### config.mk
export PLATFORM = sky130hd
export DESIGN_NAME = initialization_command_sequencer_flat
export DESIGN_NICKNAME = d
export VERILOG_FILES = /design/src/rtl/initialization_command_sequencer_if.sv /design/src/rtl/initialization_command_sequencer.sv /design/src/flat_wrapper.sv
export SDC_FILE = /design/constraint.sdc
export NUM_CORES = 1
export LEC_CHECK = 0
export BUFFER_PORTS_ARGS = -buffer_cell sky130_fd_sc_hd__buf_2
export CAP_MARGIN = 30
export CELL_PAD_IN_SITES_DETAIL_PLACEMENT = 2
export CELL_PAD_IN_SITES_GLOBAL_PLACEMENT = 2
export CORE_MARGIN = 5
export CORE_UTILIZATION = 25
export DETAILED_ROUTE_END_ITERATION = 8
export GPL_ROUTABILITY_DRIVEN = 0
export GPL_TIMING_DRIVEN = 0
export PLACE_DENSITY_LB_ADDON = 0.1
export SYNTH_ARGS = -nofsm -noshare
export SYNTH_HDL_FRONTEND = slang
export SYNTH_SLANG_ARGS = --single-unit
export TNS_END_PERCENT = 5
### constraint.sdc
create_clock -name clock -period 3.3 [get_ports clock]
set_input_delay 0.33 -clock clock [delete_from_list [all_inputs] [get_ports clock]]
set_output_delay 0.33 -clock clock [all_outputs]
set_load 0.03 [all_outputs]
### src/rtl/initialization_command_sequencer_if.sv
// Write-side and command-word-enable signals between the CPU write path, the
// initialization command sequencer and the command word registers.
interface initialization_command_sequencer_if;
    logic       write_strobe;
    logic       address_0;
    logic [7:0] internal_data_bus;
    logic [7:0] command_data;
    logic       write_initial_command_word_1;
    logic       write_initial_command_word_2;
    logic       write_initial_command_word_3;
    logic       write_initial_command_word_4;
    logic       write_operation_control_word_1;
    logic       write_operation_control_word_2;
    logic       write_operation_control_word_3;
    logic       initialization_in_progress;
    logic       end_of_initialization;

    modport master (
        output write_strobe, address_0, internal_data_bus,
        input  command_data,
        input  write_initial_command_word_1, write_initial_command_word_2,
        input  write_initial_command_word_3, write_initial_command_word_4,
        input  write_operation_control_word_1, write_operation_control_word_2,
        input  write_operation_control_word_3,
        input  initialization_in_progress, end_of_initialization
    );

    modport slave (
        input  write_strobe, address_0, internal_data_bus,
        output command_data,
        output write_initial_command_word_1, write_initial_command_word_2,
        output write_initial_command_word_3, write_initial_command_word_4,
        output write_operation_control_word_1, write_operation_control_word_2,
        output write_operation_control_word_3,
        output initialization_in_progress, end_of_initialization
    );
endinterface

### src/rtl/initialization_command_sequencer.sv
// 8259A command decoder: classifies CPU writes as ICW1-4 / OCW1-3, runs the
// initialization sequence and emits registered one-cycle write enables.
module initialization_command_sequencer #(
    parameter bit IGNORE_WRITES_BEFORE_ICW1 = 1'b1
) (
    input logic                                clock,
    input logic                                reset_n,
    initialization_command_sequencer_if.slave  bus
);
    typedef enum logic [2:0] {
        StWaitIcw1,
        StWaitIcw2,
        StWaitIcw3,
        StWaitIcw4,
        StReady
    } state_e;

    localparam int unsigned PIcw1 = 0;
    localparam int unsigned PIcw2 = 1;
    localparam int unsigned PIcw3 = 2;
    localparam int unsigned PIcw4 = 3;
    localparam int unsigned POcw1 = 4;
    localparam int unsigned POcw2 = 5;
    localparam int unsigned POcw3 = 6;

    state_e     state_q, state_d;
    logic       cascade_q, cascade_d;
    logic       icw4_needed_q, icw4_needed_d;
    logic       in_progress_q, in_progress_d;
    logic       eoi_q, eoi_d;
    logic [6:0] pulse_q, pulse_d;
    logic [7:0] data_q, data_d;
    logic       is_icw1;
    logic       decode_ocw;

    assign is_icw1 = ~bus.address_0 & bus.internal_data_bus[4];

    always_ff @(posedge clock or negedge reset_n) begin
        if (!reset_n) begin
            state_q       <= StWaitIcw1;
            cascade_q     <= 1'b0;
            icw4_needed_q <= 1'b0;
            in_progress_q <= 1'b0;
            eoi_q         <= 1'b0;
            pulse_q       <= '0;
            data_q        <= 8'h00;
        end else begin
            state_q       <= state_d;
            cascade_q     <= cascade_d;
            icw4_needed_q <= icw4_needed_d;
            in_progress_q <= in_progress_d;
            eoi_q         <= eoi_d;
            pulse_q       <= pulse_d;
            data_q        <= data_d;
        end
    end

    always_comb begin
        state_d       = state_q;
        cascade_d     = cascade_q;
        icw4_needed_d = icw4_needed_q;
        in_progress_d = in_progress_q;
        eoi_d         = 1'b0;
        pulse_d       = '0;
        decode_ocw    = 1'b0;
        data_d        = bus.write_strobe ? bus.internal_data_bus : data_q;

        if (bus.write_strobe) begin
            if (is_icw1) begin
                // ICW1 restarts the sequence from any state; SNGL=0 means cascade.
                pulse_d[PIcw1] = 1'b1;
                cascade_d      = ~bus.internal_data_bus[1];
                icw4_needed_d  = bus.internal_data_bus[0];
                in_progress_d  = 1'b1;
                state_d        = StWaitIcw2;
            end else begin
                case (state_q)
                    StWaitIcw1: decode_ocw = ~IGNORE_WRITES_BEFORE_ICW1;
                    StWaitIcw2: begin
                        if (bus.address_0) begin
                            pulse_d[PIcw2] = 1'b1;
                            if (cascade_q)          state_d = StWaitIcw3;
                            else if (icw4_needed_q) state_d = StWaitIcw4;
                            else                    state_d = StReady;
                        end
                    end
                    StWaitIcw3: begin
                        if (bus.address_0) begin
                            pulse_d[PIcw3] = 1'b1;
                            state_d        = icw4_needed_q ? StWaitIcw4 : StReady;
                        end
                    end
                    StWaitIcw4: begin
                        if (bus.address_0) begin
                            pulse_d[PIcw4] = 1'b1;
                            state_d        = StReady;
                        end
                    end
                    StReady:    decode_ocw = 1'b1;
                    default:    state_d = StWaitIcw1;
                endcase

                // D4 is known to be 0 here whenever A0=0, since ICW1 was excluded.
                if (decode_ocw) begin
                    if (bus.address_0)                  pulse_d[POcw1] = 1'b1;
                    else if (bus.internal_data_bus[3])  pulse_d[POcw3] = 1'b1;
                    else                                pulse_d[POcw2] = 1'b1;
                end

                if (state_q != StReady && state_q != StWaitIcw1 && state_d == StReady) begin
                    eoi_d         = 1'b1;
                    in_progress_d = 1'b0;
                end
            end
        end
    end

    assign bus.command_data                   = data_q;
    assign bus.write_initial_command_word_1   = pulse_q[PIcw1];
    assign bus.write_initial_command_word_2   = pulse_q[PIcw2];
    assign bus.write_initial_command_word_3   = pulse_q[PIcw3];
    assign bus.write_initial_command_word_4   = pulse_q[PIcw4];
    assign bus.write_operation_control_word_1 = pulse_q[POcw1];
    assign bus.write_operation_control_word_2 = pulse_q[POcw2];
    assign bus.write_operation_control_word_3 = pulse_q[POcw3];
    assign bus.initialization_in_progress     = in_progress_q;
    assign bus.end_of_initialization          = eoi_q;
endmodule

### src/flat_wrapper.sv
// flat-port wrapper written by rule: the top's interface ports become plain ports
module initialization_command_sequencer_flat 
#(
    parameter bit IGNORE_WRITES_BEFORE_ICW1 = 1'b1
)
  (clock, reset_n, bus_write_strobe, bus_address_0, bus_internal_data_bus, bus_command_data, bus_write_initial_command_word_1, bus_write_initial_command_word_2, bus_write_initial_command_word_3, bus_write_initial_command_word_4, bus_write_operation_control_word_1, bus_write_operation_control_word_2, bus_write_operation_control_word_3, bus_initialization_in_progress, bus_end_of_initialization);
  initialization_command_sequencer_if bus_i ();
  input logic clock;
  input logic reset_n;
  input wire logic [$bits(bus_i.write_strobe)-1:0] bus_write_strobe;
  input wire logic [$bits(bus_i.address_0)-1:0] bus_address_0;
  input wire logic [$bits(bus_i.internal_data_bus)-1:0] bus_internal_data_bus;
  output wire logic [$bits(bus_i.command_data)-1:0] bus_command_data;
  output wire logic [$bits(bus_i.write_initial_command_word_1)-1:0] bus_write_initial_command_word_1;
  output wire logic [$bits(bus_i.write_initial_command_word_2)-1:0] bus_write_initial_command_word_2;
  output wire logic [$bits(bus_i.write_initial_command_word_3)-1:0] bus_write_initial_command_word_3;
  output wire logic [$bits(bus_i.write_initial_command_word_4)-1:0] bus_write_initial_command_word_4;
  output wire logic [$bits(bus_i.write_operation_control_word_1)-1:0] bus_write_operation_control_word_1;
  output wire logic [$bits(bus_i.write_operation_control_word_2)-1:0] bus_write_operation_control_word_2;
  output wire logic [$bits(bus_i.write_operation_control_word_3)-1:0] bus_write_operation_control_word_3;
  output wire logic [$bits(bus_i.initialization_in_progress)-1:0] bus_initialization_in_progress;
  output wire logic [$bits(bus_i.end_of_initialization)-1:0] bus_end_of_initialization;
  assign bus_i.write_strobe = bus_write_strobe;
  assign bus_i.address_0 = bus_address_0;
  assign bus_i.internal_data_bus = bus_internal_data_bus;
  assign bus_command_data = bus_i.command_data;
  assign bus_write_initial_command_word_1 = bus_i.write_initial_command_word_1;
  assign bus_write_initial_command_word_2 = bus_i.write_initial_command_word_2;
  assign bus_write_initial_command_word_3 = bus_i.write_initial_command_word_3;
  assign bus_write_initial_command_word_4 = bus_i.write_initial_command_word_4;
  assign bus_write_operation_control_word_1 = bus_i.write_operation_control_word_1;
  assign bus_write_operation_control_word_2 = bus_i.write_operation_control_word_2;
  assign bus_write_operation_control_word_3 = bus_i.write_operation_control_word_3;
  assign bus_initialization_in_progress = bus_i.initialization_in_progress;
  assign bus_end_of_initialization = bus_i.end_of_initialization;
  initialization_command_sequencer #(.IGNORE_WRITES_BEFORE_ICW1(IGNORE_WRITES_BEFORE_ICW1)) u_core (.clock(clock), .reset_n(reset_n), .bus(bus_i));
endmodule
# [Word level (Yosys, flattened, before mapping)]
# Index checks and enable logic that the tools add are counted.
[totals] register_bits=22 in_bits=12 latchBits=0 output_inout_bits=17 romBits=0 ram_bits=0 wordCells=52 n_memories=0
[classes] div=0 addsub=0 n_lt_le_gt_ge=0 eq_ne=6 mux=28 n_shift=0 multipliers=0 bitwise_logic=3 n_reduce_logical=8
[op_table] cell="3-bit two-way mux" n=9
[op_table] cell="1-bit two-way mux" n=15
[op_table] cell="3-bit one-hot mux with 4 select lines" n=1
[op_table] cell="7-bit two-way mux" n=1
[op_table] cell="3-bit by 2-bit equality test with 1-bit output, second input constant" n=2
[op_table] cell="3-bit equality test, second input constant" n=2
[op_table] cell="6-bit two-way mux" n=1
[op_table] cell="2-bit AND reduction" n=2
[op_table] cell="3-bit by 1-bit equality test with 1-bit output, second input constant" n=1
[op_table] cell="3-bit logical NOT" n=1
[op_table] cell="3-bit != test, second input constant" n=1
[op_table] cell="3-bit nonzero test" n=1
[op_table] cell="1-bit logical AND" n=2
[op_table] cell="2-bit two-way mux" n=1
[op_table] cell="1-bit inverter" n=2
[op_table] cell="2-bit nonzero test" n=1
[op_table] cell="2-bit OR reduction" n=1
[op_table] cell="1-bit bitwise AND" n=1

# [Logic depth before layout (Yosys ltp)]
# Gate-level depths: netlist of the first run.
[depth] word_depth=11 ltp_mapped=4

# [Least setup slack after synthesis of the first run]
# OpenSTA, ideal clock, no wires.
[synth_path] path_kind="reg2reg" startpoint="register u_core.state_q[2]" endpoint="register u_core.state_q[0]" required_time_ns=3.174 synth_period_minus_slack_ns=1.168 arrival_time_ns=1.042 path_slack_ns=2.132 n_path_buf=0 path_stages_with_launch=5 path_cell_list="dfrtp_1 and3b_4 nand2_2 nor2_1 o32a_1"
[synth_via] elab_chain_len=6
[synth_rtl] element="start, declared" line="initialization_command_sequencer.sv:26" rtl="state_e state_q, state_d;"
[synth_rtl] element="start signal, assigned" line="initialization_command_sequencer.sv:40" rtl="state_q <= StWaitIcw1;"
[synth_rtl] element="start signal, assigned" line="initialization_command_sequencer.sv:48" rtl="state_q <= state_d;"
[synth_rtl] element="3-bit equality test or 3-bit logical NOT (tied branches)" line="initialization_command_sequencer.sv:77" rtl="case (state_q)"
[synth_rtl] element="2-bit OR reduction (no line)"
[synth_rtl] element="3-bit one-hot mux with 4 select lines *" line="initialization_command_sequencer.sv:77"
[synth_rtl] element="3-bit two-way mux *" line="initialization_command_sequencer.sv:69" rtl="if (is_icw1) begin"
[synth_rtl] element="3-bit two-way mux *" line="initialization_command_sequencer.sv:68" rtl="if (bus.write_strobe) begin"
[synth_rtl] element="3-bit two-way mux *" line="initialization_command_sequencer.sv:69"
# Mark *: on every way between the ends. The rest lies on a longest branch, timed or not. The select of a mux whose other input is x is not followed.
# A chain may end at the register's enable or synchronous reset.

# [Worst setup path in the final report of the first run]
# Ends and elaborated chain as after synthesis.

==> flow_metrics.env, run 1 <==
export IMPL_outcome="completed"
export IMPL_comb_power_share_pct=24.2
export IMPL_ir_worst_vdd_v=0.0002850
export IMPL_swShare_pct=30.33
export IMPL_syn_area_um2=888.4
export IMPL_numCtsBuffers=3
export IMPL_syn_area_per_cell_um2=12.34
export IMPL_critPathMaxFanout=8
export IMPL_grt_pass1_wl_um=3822
export IMPL_rrSetupSlack_ps=2000
export IMPL_max_clock_path_buffers=2
export IMPL_ys_ff_latch=22
export IMPL_wl_per_cell_um=14.22
export IMPL_synth_cells=72
export IMPL_critical_path_startpoint_type="flip-flop"
export IMPL_hold_start="bus_internal_data_bus[3]"
export IMPL_ys_seq_area_share_pct=61.97
export IMPL_tightest_slew_ps=491.2
export IMPL_fin_tns_setup_ps=0
export IMPL_ant_nets=0
export IMPL_hpwlAfterDp_um=1601
export IMPL_synthTopCellsByArea="dfrtp_1 (62%), mux2_2 (11%), nor2_1 (3.8%)"
export IMPL_vias=658
export IMPL_first_global_vias=806
export IMPL_coreArea_um2=3390
export IMPL_drv_cap=0
export IMPL_power_leakage_nw=0.5796
export IMPL_finalHoldViolCount=0
export IMPL_whs_path_depth=2
export IMPL_chipWidth_um=69.61
export IMPL_ctsHoldBuffers=1
export IMPL_postPlaceCellArea_um2=1086
export IMPL_min_delay_path_class="input pin to flip-flop"
export IMPL_nets=118
export IMPL_synth_fp_nets=84
export IMPL_track_usage_pct=9.786
export IMPL_critPathArrivalTime_ps=1500
export IMPL_most_common_layout_cells="buf_2 (30), dfrtp_1 (22), nor2_1 (9), mux2_2 (9), nand2_1 (4)"
export IMPL_yosys_warnings=0
export IMPL_start_util_pct=26.21
export IMPL_cts_max_level=1
export IMPL_switchingPower_mw=0.2139
export IMPL_synth_top_area_share_pct=61.97
export IMPL_intPower_mw=0.4913
export IMPL_drt_iter0_drc=20
export IMPL_post_cts_buffers=0
export IMPL_power_per_cell_area_nw_per_um2=613.9
export IMPL_antenna_found_initial=0
export IMPL_crit_chain="and3b_4 -> nand2_2 -> nor2_1 -> o32a_1"
export IMPL_layout_commonest_cell="buf_2"
export IMPL_regToRegStartpoint="u_core.state_q[2]"
export IMPL_ios=29
export IMPL_post_route_min_period_ps=1303
export IMPL_cts_sinks=22
export IMPL_max_slew_margin_rel_pct=67.25
export IMPL_rr_worst_depth=4
export IMPL_viasPerCell=4.358
export IMPL_grt_max_degree=23
export IMPL_die_area_um2=4846
export IMPL_slew_viol_final=0
export IMPL_p_seq_share_pct=46.9
export IMPL_num_antenna_cells=0
export IMPL_clkTransAtPathRegs_ps=120
export IMPL_cts_resized_gates=0
export IMPL_grt_setup_unrepaired="false"
export IMPL_rows=21
export IMPL_finalCritPeriodShare_pct=39.48
export IMPL_end_kind="flip-flop"
export IMPL_critPathRequiredTime_ps=3500
export IMPL_fmax_mhz=767.6
export IMPL_grt_overflow_total=0
export IMPL_hold_path_endpoint="u_core.pulse_q[5]"
export IMPL_drt_total_wl_um=2147
export IMPL_slowest_stage="dfrtp_1"
export IMPL_dr_pass1_iters=2
export IMPL_syn_to_final_growth_pct=29.30
export IMPL_drive_above_1_share_pct=44.76
export IMPL_setup_viol=0
export IMPL_cp_slowest_stage_delay_ps=500
export IMPL_p_clk_share_pct=28.9
export IMPL_ys_types=26
export IMPL_drc_errors=0
export IMPL_yosysTopAreaCell="dfrtp_1"
export IMPL_clkLatencyLatePin_ps=300
export IMPL_critical_path_class="flip-flop to flip-flop"
export IMPL_cts_root_buf="clkbuf_4"
export IMPL_cts_tree="built"
export IMPL_die_y_um=69.61
export IMPL_rr_endpoint="u_core.state_q[0]"
export IMPL_stdcell_area_um2=1149
export IMPL_clock_skew_ps=3.380
export IMPL_portBuffers=28
[metrics by stage]
| step | worst slack, ps | util (%) | std cells | hold WS, ps | power (mW) |
|---|---|---|---|---|---|
| after floorplan | 2132 | - | 72 | 34.41 | 0.4475 |
| after global placement | 1940 | 32.04 | 146 | 329.5 | 0.5024 |
| after detailed placement | 1914 | 32.04 | 146 | 328.6 | 0.5078 |
| after CTS | 2002 | 33.89 | 151 | 173.4 | 0.7197 |
| after global routing | 1933 | 33.89 | 151 | 173.2 | 0.7491 |
| final | 1997 | 33.89 | 151 | 188.8 | 0.7052 |
[cells in the mapped netlist]
cell type and instances:
and2_1 1, nand2b_1 1, a21bo_2 1, nand2_2 1
and2b_1 1, nor2_1 9, inv_1 2, a21oi_1 2
dfrtp_1 22, nor2b_1 1, mux2_2 9, nor3_1 1
and3_1 1, a21boi_0 1, nand2_1 4, nand3_1 2
and3b_4 1, a22o_1 1, buf_2 2, a21o_1 1
o221ai_1 1, o21ai_0 3, o32a_1 1, nor4b_1 1
nand2b_2 1, and4_1 1
[worst max-delay path: cells and delay by family (launching register included)]
kind | cells | cell delay, ps
flip-flops | 1 | 500
AND/OR/NAND/NOR | 3 | 370
AO/OA/AOI/OAI | 1 | 330
[sequential cells by signal, summed over array words and instances, names as in the netlist]
| name | count |
|---|---|
| u_core.bus.command_data | 8 |
| u_core.pulse_q | 7 |
| u_core.state_q | 3 |
| u_core.bus.end_of_initialization | 1 |
| u_core.bus.initialization_in_progress | 1 |
| u_core.cascade_q | 1 |
| u_core.icw4_needed_q | 1 |
[per-layer routing]
metal	global-route usage, %	vias up	part of all wire (%)
li1	-	313	-
met1	11.00	323	43
met2	16.31	20	48
met3	4.638	2	7.5
met4	3.191	0	1.2
met5	0	-	0
[cell type report]
class                      count  area, µm²
multi-input combinational     46      320.3
clock buffer                   3      22.52
fill                         367       2241
sequential                    22      550.5
buffer                         2      10.01
tap                           46      57.56
inverter                       2      7.507
timing repair buffer          29      150.1
clock inverter                 1      30.03
[logic make-up after synthesis]
group,Yosys count,synth area share [%]
multiplexers,9,11.41
buffers and inverters,4,1.972
AND/OR/NAND/NOR,26,15.92
AO/OA/AOI/OAI,11,8.733
flip-flops,22,61.97
[power groups by stage]
stage          clock, mW  combinational, mW  sequential, mW
6_report           0.204              0.171           0.331
5_1_grt            0.224              0.188           0.337
4_1_cts            0.215              0.174           0.331
3_5_place_dp           0              0.173           0.335
3_3_place_gp           0              0.169           0.334
2_1_floorplan          0             0.0751           0.372
[worst max-delay path by stage]
stage,from,slack (ps),end
3_3_place_gp,bus_address_0,1940,u_core.icw4_needed_q
2_1_floorplan,u_core.state_q[2],2130,u_core.state_q[0]
5_1_grt,u_core.state_q[2],1930,u_core.state_q[0]
4_1_cts,u_core.state_q[2],2000,u_core.state_q[0]
6_report,u_core.state_q[2],2000,u_core.state_q[0]
3_5_place_dp,bus_address_0,1910,u_core.icw4_needed_q
(Power assumes the default switching activity.)
==> inputs of run 2 (changes only) <==
==> constraint.sdc (replaced) <==
create_clock -name clock -period 1.25 [get_ports clock]
set_input_delay 0.125 -clock clock [delete_from_list [all_inputs] [get_ports clock]]
set_output_delay 0.125 -clock clock [all_outputs]
set_load 0.03 [all_outputs]
==> flow_metrics.env, run 2 (synthesized netlist as in run 1, its figures left out) <==
export IMPL_start_util_pct=26.21
export IMPL_viasPerCell=4.338
export IMPL_total_power_mw=1.931
export IMPL_busiest_layer="met2"
export IMPL_max_slew_margin_rel_pct=67.79
export IMPL_cpLargestDelayFamily="flip-flops"
export IMPL_grt_max_degree=23
export IMPL_finalCritPeriodShare_pct=98.09
export IMPL_clock_skew_ps=2.305
export IMPL_use_met3_pct=4.638
export IMPL_fmax_mhz=815.6
export IMPL_grt_use_met2_pct=16.42
export IMPL_crit_buf_inv=0
export IMPL_finalHoldViolCount=0
export IMPL_portBuffers=28
export IMPL_whs_path_depth=2
export IMPL_rrSetupSlack_ps=20
export IMPL_setup_viol=0
export IMPL_post_route_min_period_ps=1226
export IMPL_outcome="completed"
export IMPL_wl_per_cell_um=14.29
export IMPL_antenna_found_initial=0
export IMPL_drive_above_1_share_pct=50.45
export IMPL_cts_sinks=22
export IMPL_hpwlAfterDp_um=1601
export IMPL_drc_errors=0
export IMPL_drv_cap=0
export IMPL_numCtsBuffers=3
export IMPL_hold_start="bus_internal_data_bus[6]"
export IMPL_power_per_cell_area_nw_per_um2=1595
export IMPL_rows=21
export IMPL_critPathMaxFanout=6
export IMPL_coreArea_um2=3390
export IMPL_cts_max_level=1
export IMPL_slowest_stage="dfrtp_2"
export IMPL_grt_setup_unrepaired="true"
export IMPL_critPathArrivalTime_ps=1430
export IMPL_largest_register_ffs=8
export IMPL_regToRegStartpoint="u_core.state_q[2]"
export IMPL_first_global_vias=817
export IMPL_clkTransAtPathRegs_ps=120
export IMPL_cts_root_buf="clkbuf_4"
export IMPL_nets=124
export IMPL_cts_tree="built"
export IMPL_vias=681
export IMPL_rr_endpoint="u_core.state_q[0]"
export IMPL_ant_nets=0
export IMPL_max_clock_path_buffers=2
export IMPL_cp_slowest_stage_delay_ps=440
export IMPL_slew_viol_final=0
export IMPL_clkLatencyLatePin_ps=300
export IMPL_min_delay_path_class="input pin to flip-flop"
export IMPL_tightest_slew_ps=483.1
export IMPL_die_area_um2=4846
export IMPL_nFillCells=364
export IMPL_most_common_layout_cells="buf_2 (30), dfrtp_1 (20), mux2_2 (9), nor2_1 (8)"
export IMPL_grt_pass1_wl_um=3884
export IMPL_track_usage_pct=9.934
export IMPL_critical_path_startpoint_type="flip-flop"
export IMPL_critical_path_class="flip-flop to flip-flop"
export IMPL_die_y_um=69.61
export IMPL_crit_chain="and3b_4 -> nand2_2 -> nor2_1 -> o32a_1"
export IMPL_ios=29
export IMPL_num_antenna_cells=0
export IMPL_ir_worst_vdd_v=0.0007556
export IMPL_layout_commonest_cell="buf_2"
export IMPL_grt_use_met1_pct=11.35
export IMPL_hold_path_endpoint="u_core.bus.command_data[6]"
export IMPL_end_kind="flip-flop"
export IMPL_fin_util_pct=35.73
export IMPL_grt_overflow_total=0
export IMPL_power_leakage_nw=0.6088
export IMPL_critPathRequiredTime_ps=1450
export IMPL_syn_to_final_growth_pct=36.34
export IMPL_drt_iter0_drc=22
export IMPL_rr_worst_depth=4
export IMPL_chipWidth_um=69.61
export IMPL_dr_pass1_iters=2
export IMPL_drt_total_wl_um=2244
## run 2: stage by stage
step | worst slack, ps | hold slack [ps] | area [µm²] | setup TNS (ps) | cells
after floorplan | 82.18 | -170.6 | 888.4 | 0 | 72
after global placement | -16.21 | 124.5 | 1086 | -16.21 | 146
after CTS | 8.868 | 26.69 | 1170 | 0 | 153
after detailed placement | -31.75 | 123.6 | 1086 | -31.75 | 146
final | 23.86 | 37.60 | 1211 | 0 | 157
after global routing | -26.91 | 21.60 | 1211 | -26.91 | 157
## run 2: per-layer routing
layer / vias to the layer above / share of wire, % / routed length, µm
li1: 324 / - / -
met1: 335 / 42 / 950
met2: 20 / 49 / 1108
met3: 2 / 7.1 / 160
met4: 0 / 1.1 / 25
met5: - / 0 / 0
## run 2: power by group
group	internal, mW	switching [mW]
Clock	0.324	0.216
Sequential	0.806	0.0650
Combinational	0.216	0.305
## run 2: area by class of cell
cell class                      instances  area, µm²  area share [%]
Sequential cell                        22      553.0           45.66
Multi-Input combinational cell         46      330.3           27.27
Timing Repair Buffer                   35      200.2           16.53
Tap cell                               46      57.56           4.752
Clock inverter                          1      30.03           2.479
Clock buffer                            3      22.52           1.860
Buffer                                  2      10.01          0.8264
Inverter                                2      7.507          0.6198
## run 2: worst max-delay path by stage
stage	endpoint	start	cells past startpoint	slack (ps)
detailed placement	u_core.state_q[0]	u_core.state_q[2]	4	-30
global route	u_core.state_q[0]	u_core.state_q[2]	4	-30
finish	u_core.state_q[0]	u_core.state_q[2]	4	20
global placement	u_core.state_q[0]	u_core.state_q[2]	4	-20
floorplan	u_core.state_q[0]	u_core.state_q[2]	4	80
CTS	u_core.bus.initialization_in_progress	u_core.state_q[0]	4	9
## run 2: repair_timing
item | 4_1_cts | 5_1_grt
endpoints found under the setup margin | 2 | 4
buffers inserted | 0 | 4
resized for setup | 1 | 5
gates cloned | 0 | 0
hold buffers | 3 | 0
hold endpoints to repair | 24 | 0
